<file path="config.mk">
export PLATFORM = sky130hd
export DESIGN_NAME = fork_join_ctrl
export DESIGN_NICKNAME = d
export VERILOG_FILES = /design/src/rtl/fork_join_ctrl.sv
export SDC_FILE = /design/constraint.sdc
export NUM_CORES = 1
export LEC_CHECK = 0
export CAP_MARGIN = 20
export CORE_UTILIZATION = 35
export DETAILED_ROUTE_END_ITERATION = 10
export SLEW_MARGIN = 10
export SYNTH_ARGS = -nofsm -noshare
export SYNTH_HDL_FRONTEND = slang
export SYNTH_SLANG_ARGS = --single-unit
</file>
<file path="constraint.sdc">
create_clock -name clk -period 5.58 [get_ports clk]
set_input_delay 0.837 -clock clk [delete_from_list [all_inputs] [get_ports clk]]
set_output_delay 0.837 -clock clk [all_outputs]
set_load 0.05 [all_outputs]
</file>
<file path="src/rtl/fork_join_ctrl.sv">
// fork_join_ctrl
//   Hardware fork/join supervisor. One accepted start launches N_CH delay
//   channels ("children"). Each child finishes d+1 cycles after launch. The
//   block reports each completion and signals the join according to the
//   mode latched at start (JOIN, JOIN_ANY or JOIN_NONE). A kill request stops
//   every child that is still running ("disable fork").
//
// Ports
//   clk            rising-edge clock
//   rst_n          asynchronous active-low reset
//   start          launch request (one-cycle pulse), ignored while busy
//   mode           0=JOIN, 1=JOIN_ANY, 2=JOIN_NONE, 3=JOIN; sampled with start
//   delay_i        per-channel delay, channel i in [i*DLY_W +: DLY_W]
//   kill           stop every still-running child
//   busy           any child running
//   ch_done_pulse  one-cycle pulse per completing channel
//   join_done      one-cycle pulse when the join condition is met
//   all_done       one-cycle pulse on the edge busy falls
//   first_vld      first_id valid, held until the next accepted start
//   first_id       index of the first completing child (lowest index on ties)
//   done_mask      sticky set of completed children
//   killed_mask    sticky set of killed children
module fork_join_ctrl #(
  parameter int N_CH  = 3,
  parameter int DLY_W = 8,
  localparam int ID_W = $clog2(N_CH)
) (
  input  logic                    clk,
  input  logic                    rst_n,
  input  logic                    start,
  input  logic [1:0]              mode,
  input  logic [N_CH*DLY_W-1:0]   delay_i,
  input  logic                    kill,
  output logic                    busy,
  output logic [N_CH-1:0]         ch_done_pulse,
  output logic                    join_done,
  output logic                    all_done,
  output logic                    first_vld,
  output logic [ID_W-1:0]         first_id,
  output logic [N_CH-1:0]         done_mask,
  output logic [N_CH-1:0]         killed_mask
);

  localparam logic [1:0] S_IDLE      = 2'd0;
  localparam logic [1:0] S_WAIT_JOIN = 2'd1;
  localparam logic [1:0] S_DETACHED  = 2'd2;

  localparam logic [1:0] M_ANY  = 2'd1;
  localparam logic [1:0] M_NONE = 2'd2;

  logic [1:0]       state_reg, state_next;
  logic [1:0]       mode_reg;
  logic [N_CH-1:0]  running_reg, running_next;
  logic [N_CH-1:0]  comp;       // channel completes on this edge
  logic [N_CH-1:0]  kill_hit;   // channel is killed on this edge
  logic [DLY_W-1:0] cnt_reg [N_CH];
  logic             none_pend_reg;
  logic             accept, join_met, run_ends;
  logic [ID_W-1:0]  low_id;

  assign busy   = |running_reg;
  assign accept = (state_reg == S_IDLE) && start && !busy;

  for (genvar gi = 0; gi < N_CH; gi++) begin : g_ch
    // A running counter that has reached zero completes on this edge; a
    // completion takes precedence over a simultaneous kill.
    assign comp[gi]     = running_reg[gi] && (cnt_reg[gi] == '0);
    assign kill_hit[gi] = kill && running_reg[gi] && !comp[gi];

    always_ff @(posedge clk or negedge rst_n) begin
      if (!rst_n) begin
        cnt_reg[gi] <= '0;
      end else if (accept) begin
        cnt_reg[gi] <= delay_i[gi*DLY_W +: DLY_W];
      end else if (running_reg[gi] && (cnt_reg[gi] != '0)) begin
        cnt_reg[gi] <= cnt_reg[gi] - DLY_W'(1);
      end
    end
  end

  assign running_next = running_reg & ~comp & ~kill_hit;
  assign run_ends     = busy && (running_next == '0);

  // Lowest completing index wins on simultaneous completions.
  always_comb begin
    low_id = '0;
    for (int i = N_CH - 1; i >= 0; i--) begin
      if (comp[i]) low_id = ID_W'(i);
    end
  end

  // JOIN needs every child to have completed; any kill makes it unreachable
  // because a killed child never appears in comp.
  always_comb begin
    case (mode_reg)
      M_ANY:   join_met = |comp;
      M_NONE:  join_met = 1'b0;
      default: join_met = (|comp) && ((running_reg & ~comp) == '0);
    endcase
  end

  always_comb begin
    state_next = state_reg;
    case (state_reg)
      S_IDLE: begin
        if (accept) state_next = (mode == M_NONE) ? S_DETACHED : S_WAIT_JOIN;
      end
      S_WAIT_JOIN: begin
        if (run_ends)      state_next = S_IDLE;
        else if (join_met) state_next = S_DETACHED;
      end
      S_DETACHED: begin
        if (run_ends) state_next = S_IDLE;
      end
      default: state_next = S_IDLE;
    endcase
  end

  always_ff @(posedge clk or negedge rst_n) begin
    if (!rst_n) begin
      state_reg     <= S_IDLE;
      mode_reg      <= '0;
      running_reg   <= '0;
      none_pend_reg <= 1'b0;
      ch_done_pulse <= '0;
      join_done     <= 1'b0;
      all_done      <= 1'b0;
      first_vld     <= 1'b0;
      first_id      <= '0;
      done_mask     <= '0;
      killed_mask   <= '0;
    end else begin
      state_reg     <= state_next;
      ch_done_pulse <= comp;
      all_done      <= run_ends;
      // JOIN_NONE joins one cycle after launch regardless of the children.
      none_pend_reg <= accept && (mode == M_NONE);
      join_done     <= ((state_reg == S_WAIT_JOIN) && join_met) || none_pend_reg;
      if (accept) begin
        running_reg <= '1;
        mode_reg    <= mode;
        done_mask   <= '0;
        killed_mask <= '0;
        first_vld   <= 1'b0;
        first_id    <= '0;
      end else begin
        running_reg <= running_next;
        done_mask   <= done_mask | comp;
        killed_mask <= killed_mask | kill_hit;
        if (!first_vld && (|comp)) begin
          first_vld <= 1'b1;
          first_id  <= low_id;
        end
      end
    end
  end

endmodule

</file>
==> out/summary.md <==
The run finished with clean final reports. The logs give 7870 um for the global-route wire length before repair and 1150 um2 for the register area. In this run, post-CTS hold repair placed 0 buffers. Entering global routing, the biggest net connects 47 pins. The sequential fraction of the synthesis area was 50.5%. The number of setup violations in the final report is 0, and the setup TNS after final layout is 0 ns. Sum of routed wire length over all layers: 4850 um. For this block, the initial DRC count from the detailed router was 90. The run gives 0 as the number of max-capacitance violations reported. The region available for standard cell placement spans 6310 um2. Once the clock tree was built, the setup fixing pass inserted 0 buffers. The congestion estimate from routability-driven global placement came to 0.781. Static timing analysis puts the maximum clock frequency at 340 MHz. Along the worst path, the maximum fanout reaches 5.

STA classifies the critical path endpoint as an output pin. The share of total power dissipated in combinational logic is 48.1%. The tools report the H-tree depth as 2.

TritonCTS built the clock tree. Counting flops and latches in the post-synthesis netlist gives 46. Relative to the synthesized area, the layout overhead comes to 27.1%. For this design the static power due to leakage is 1.21 nW. The average footprint of a synthesized cell was 9.79 um2; the number of nets in the synthesized netlist was 270. The library cell used most frequently in the layout, excluding fill and tap cells, is sky130_fd_sc_hd__dfrtp_1. At the later pin of the worst-skew pair, clock insertion delay measures 0.30 ns. The logs give 4 for the number of detailed-route iterations in the first pass and 0 for the post-cts repair resize count. The number of placed instances, taps included was 346. The final-stage net count is 315, and the number of buffers added on ports is 44. The transition time of the tightest slew-check pin came out at 0.861 ns.

The worst setup path is of the flop to output pin kind. The async set-reset flop share out of synthesis was 100%; the max-slew violation count was 0. The overall fraction of global-route tracks in use was 15.5%.

Net switching is 44.6% of the power. The critical path arrival is 2.10 ns, and the final worst-path cycle share is 52.7%. Per report_power, the clock group accounts for 13.3% of the total. In this run the deepest clock path goes through 2 buffers. In this run, flip-flops and latches consume 38.5% of the power. The min-delay analysis places its worst path in the category primary input to asynchronous set/reset pin. The logs give 2330 um for the met1 layer wirelength in the final routing and 3430 um for the placed wire-length estimate after detailed placement. The run gives 42 as the count of cell types in the netlist. The count of endpoints failing hold in the final timing report is 0, and the initial antenna violation count is 0. Overall die area: 6840 um2. The total CTS buffers was 5; the average wire length per cell after detail routing was 13.6 um. Antenna diode count: 0. For the number of warnings printed during yosys synthesis, the log shows 0. The library cells used most frequently in the layout, excluding fill and tap cells, are sky130_fd_sc_hd__dfrtp_1, sky130_fd_sc_hd__clkdlybuf4s50_1, sky130_fd_sc_hd__nand2_1.

After detailed routing, the met3 layer carries 187 um of wire. The highest metal layer carrying signal wires in the routed design is met4. The post-route cell area is 2900 um2, and the total net switching power is 0.705 mW. Synthesis produced a netlist whose cell count is 233. In this run the tightest slew margin relative to its limit is 42.5%.

The residual antenna-violating net count after detailed routing was 0; the average via count per standard cell was 5.05. The clock arrives with 0.00705 ns of skew. For this run the aggregate overflow at the end of global routing stands at 0. For the worst setup path, the data required time is 4.74 ns. The register with the most flip-flops in the layout has 24 of them.

Count of standard-cell rows: 29. Setup repair after global routing left no endpoint under its margin. Combined area of all synthesized cells: 2280 um2.

The synthesized design contains 0 enable-type register cells. The run gives 2780 um2 as the post-place instance area. Wire segments on met2 add up to 2280 um in the final route.

The areal power density over the cells works out to 546 nW/um2. From left edge to right edge, the die measures 82.7 um. For this design the top-level I/O count stands at 45.

The run gives 1030 um2 as the area taken by multi-input logic gates. The layout cell share with drive strength beyond 1 came out at 9.32%. Clock root buffer master: sky130_fd_sc_hd__clkbuf_8. For this run, the leading register cell type out of synthesis is sky130_fd_sc_hd__dfrtp_1. The routed via count came out at 1797. CTS saw 46 sinks. The initial utilization of the core area, before any placement, comes to 36.1%. The internal portion of the total power is 0.876 mW. The tools report the nature of the critical path startpoint as a flop. After layout, the minimum clock period comes to 2.94 ns. Counting the fill cells in the layout gives 632.

The run gives 0 as the number of remaining DRC errors. From bottom edge to top edge, the die measures 82.7 um. VDD sags by at most 213 uV. Once layout is complete, the cells apart from fillers number 356. After clock tree synthesis, the clock-pin slew on the worst setup and hold paths is 0.08 ns.

The run gives 1681 as the number of global-route vias before repair.
## stage by stage
step / worst slack [ns] / power (mW) / util [%] / hold slack [ns]
2_1_floorplan: 3.47 / 1.16 / - / 0.408
3_3_place_gp: 2.78 / 1.36 / 44.1 / 0.426
3_5_place_dp: 2.65 / 1.38 / 44.1 / 0.441
4_1_cts: 2.60 / 1.59 / 45.5 / 0.461
5_1_grt: 2.52 / 1.71 / 45.9 / 0.391
6_report: 2.64 / 1.58 / 45.9 / 0.393
## critical path, stage by stage, from the launching register on
cell	delay (ns)
sky130_fd_sc_hd__dfrtp_1	0.43
sky130_fd_sc_hd__nor3_1	0.57
sky130_fd_sc_hd__inv_1	0.09
sky130_fd_sc_hd__clkdlybuf4s50_1	0.72
## path summary, 6_finish.rpt
| path | cells past startpoint | from | end | slack [ns] |
|---|---|---|---|---|
| worst max-delay path | 3 | running_reg[0] | busy | 2.64 |
| min in group clk | 1 | none_pend_reg | join_done | 0.46 |
| worst max register to register | 7 | cnt_reg[16] | state_reg[1] | 2.88 |
| worst min-delay path | 1 | rst_n | ch_done_pulse[2] | 0.39 |
| worst min register to register | 1 | none_pend_reg | join_done | 0.46 |
| max in group asynchronous | 2 | rst_n | cnt_reg[22] | 4.71 |
## logic make-up (layout without fill, tap and decap cells)
| logic type | Yosys count | count (layout) | synth area share, % |
|---|---|---|---|
| buffers and inverters | 25 | 71 | 4.33 |
| xor gates and xnor gates | 15 | 15 | 5.76 |
| AOI/OAI and AO/OA | 53 | 53 | 15.2 |
| adders and majority gates | 7 | 7 | 3.84 |
| and+or+nand+nor | 86 | 86 | 19.9 |
| DFF | 46 | 46 | 50.5 |
| muxes | 1 | 1 | 0.494 |
## area by class of cell
type	instances	area share, %
Tap cell	77	3.32
Clock buffer	7	2.98
Timing Repair Buffer	47	16.1
Sequential cell	46	39.7
Multi-Input combinational cell	162	35.6
Inverter	16	2.11
Clock inverter	1	0.173
## synth_stat cells (4+ instances only)
cell / n / area, um2
sky130_fd_sc_hd__clkbuf_1: 5 / 18.8
sky130_fd_sc_hd__dfrtp_1: 46 / 1150
sky130_fd_sc_hd__ha_1: 7 / 87.6
sky130_fd_sc_hd__inv_1: 15 / 56.3
sky130_fd_sc_hd__nand2_1: 30 / 113
sky130_fd_sc_hd__nand2b_1: 5 / 31.3
sky130_fd_sc_hd__nand3_1: 6 / 30.0
sky130_fd_sc_hd__nor2_1: 19 / 71.3
sky130_fd_sc_hd__nor3_1: 7 / 35.0
sky130_fd_sc_hd__o211ai_1: 8 / 60.1
sky130_fd_sc_hd__o21ai_0: 23 / 115
sky130_fd_sc_hd__o311ai_0: 4 / 35.0
sky130_fd_sc_hd__xnor2_1: 10 / 87.6
sky130_fd_sc_hd__xor2_1: 5 / 43.8
## power by group through the flow
stage / combinational [mW] / clock, mW / sequential [mW]
finish: 0.761 / 0.210 / 0.610
global route: 0.849 / 0.233 / 0.631
CTS: 0.766 / 0.219 / 0.609
detailed placement: 0.763 / 0 / 0.615
global placement: 0.752 / 0 / 0.611
floorplan: 0.467 / 0 / 0.688
## metal layers
| layer | vias up | GRT usage, % |
|---|---|---|
| met5 | - | 0 |
| met4 | 0 | 4.14 |
| met3 | 6 | 3.63 |
| met2 | 38 | 25.5 |
| met1 | 849 | 20.2 |
| li1 | 904 | - |
(Power assumes the default switching activity.)
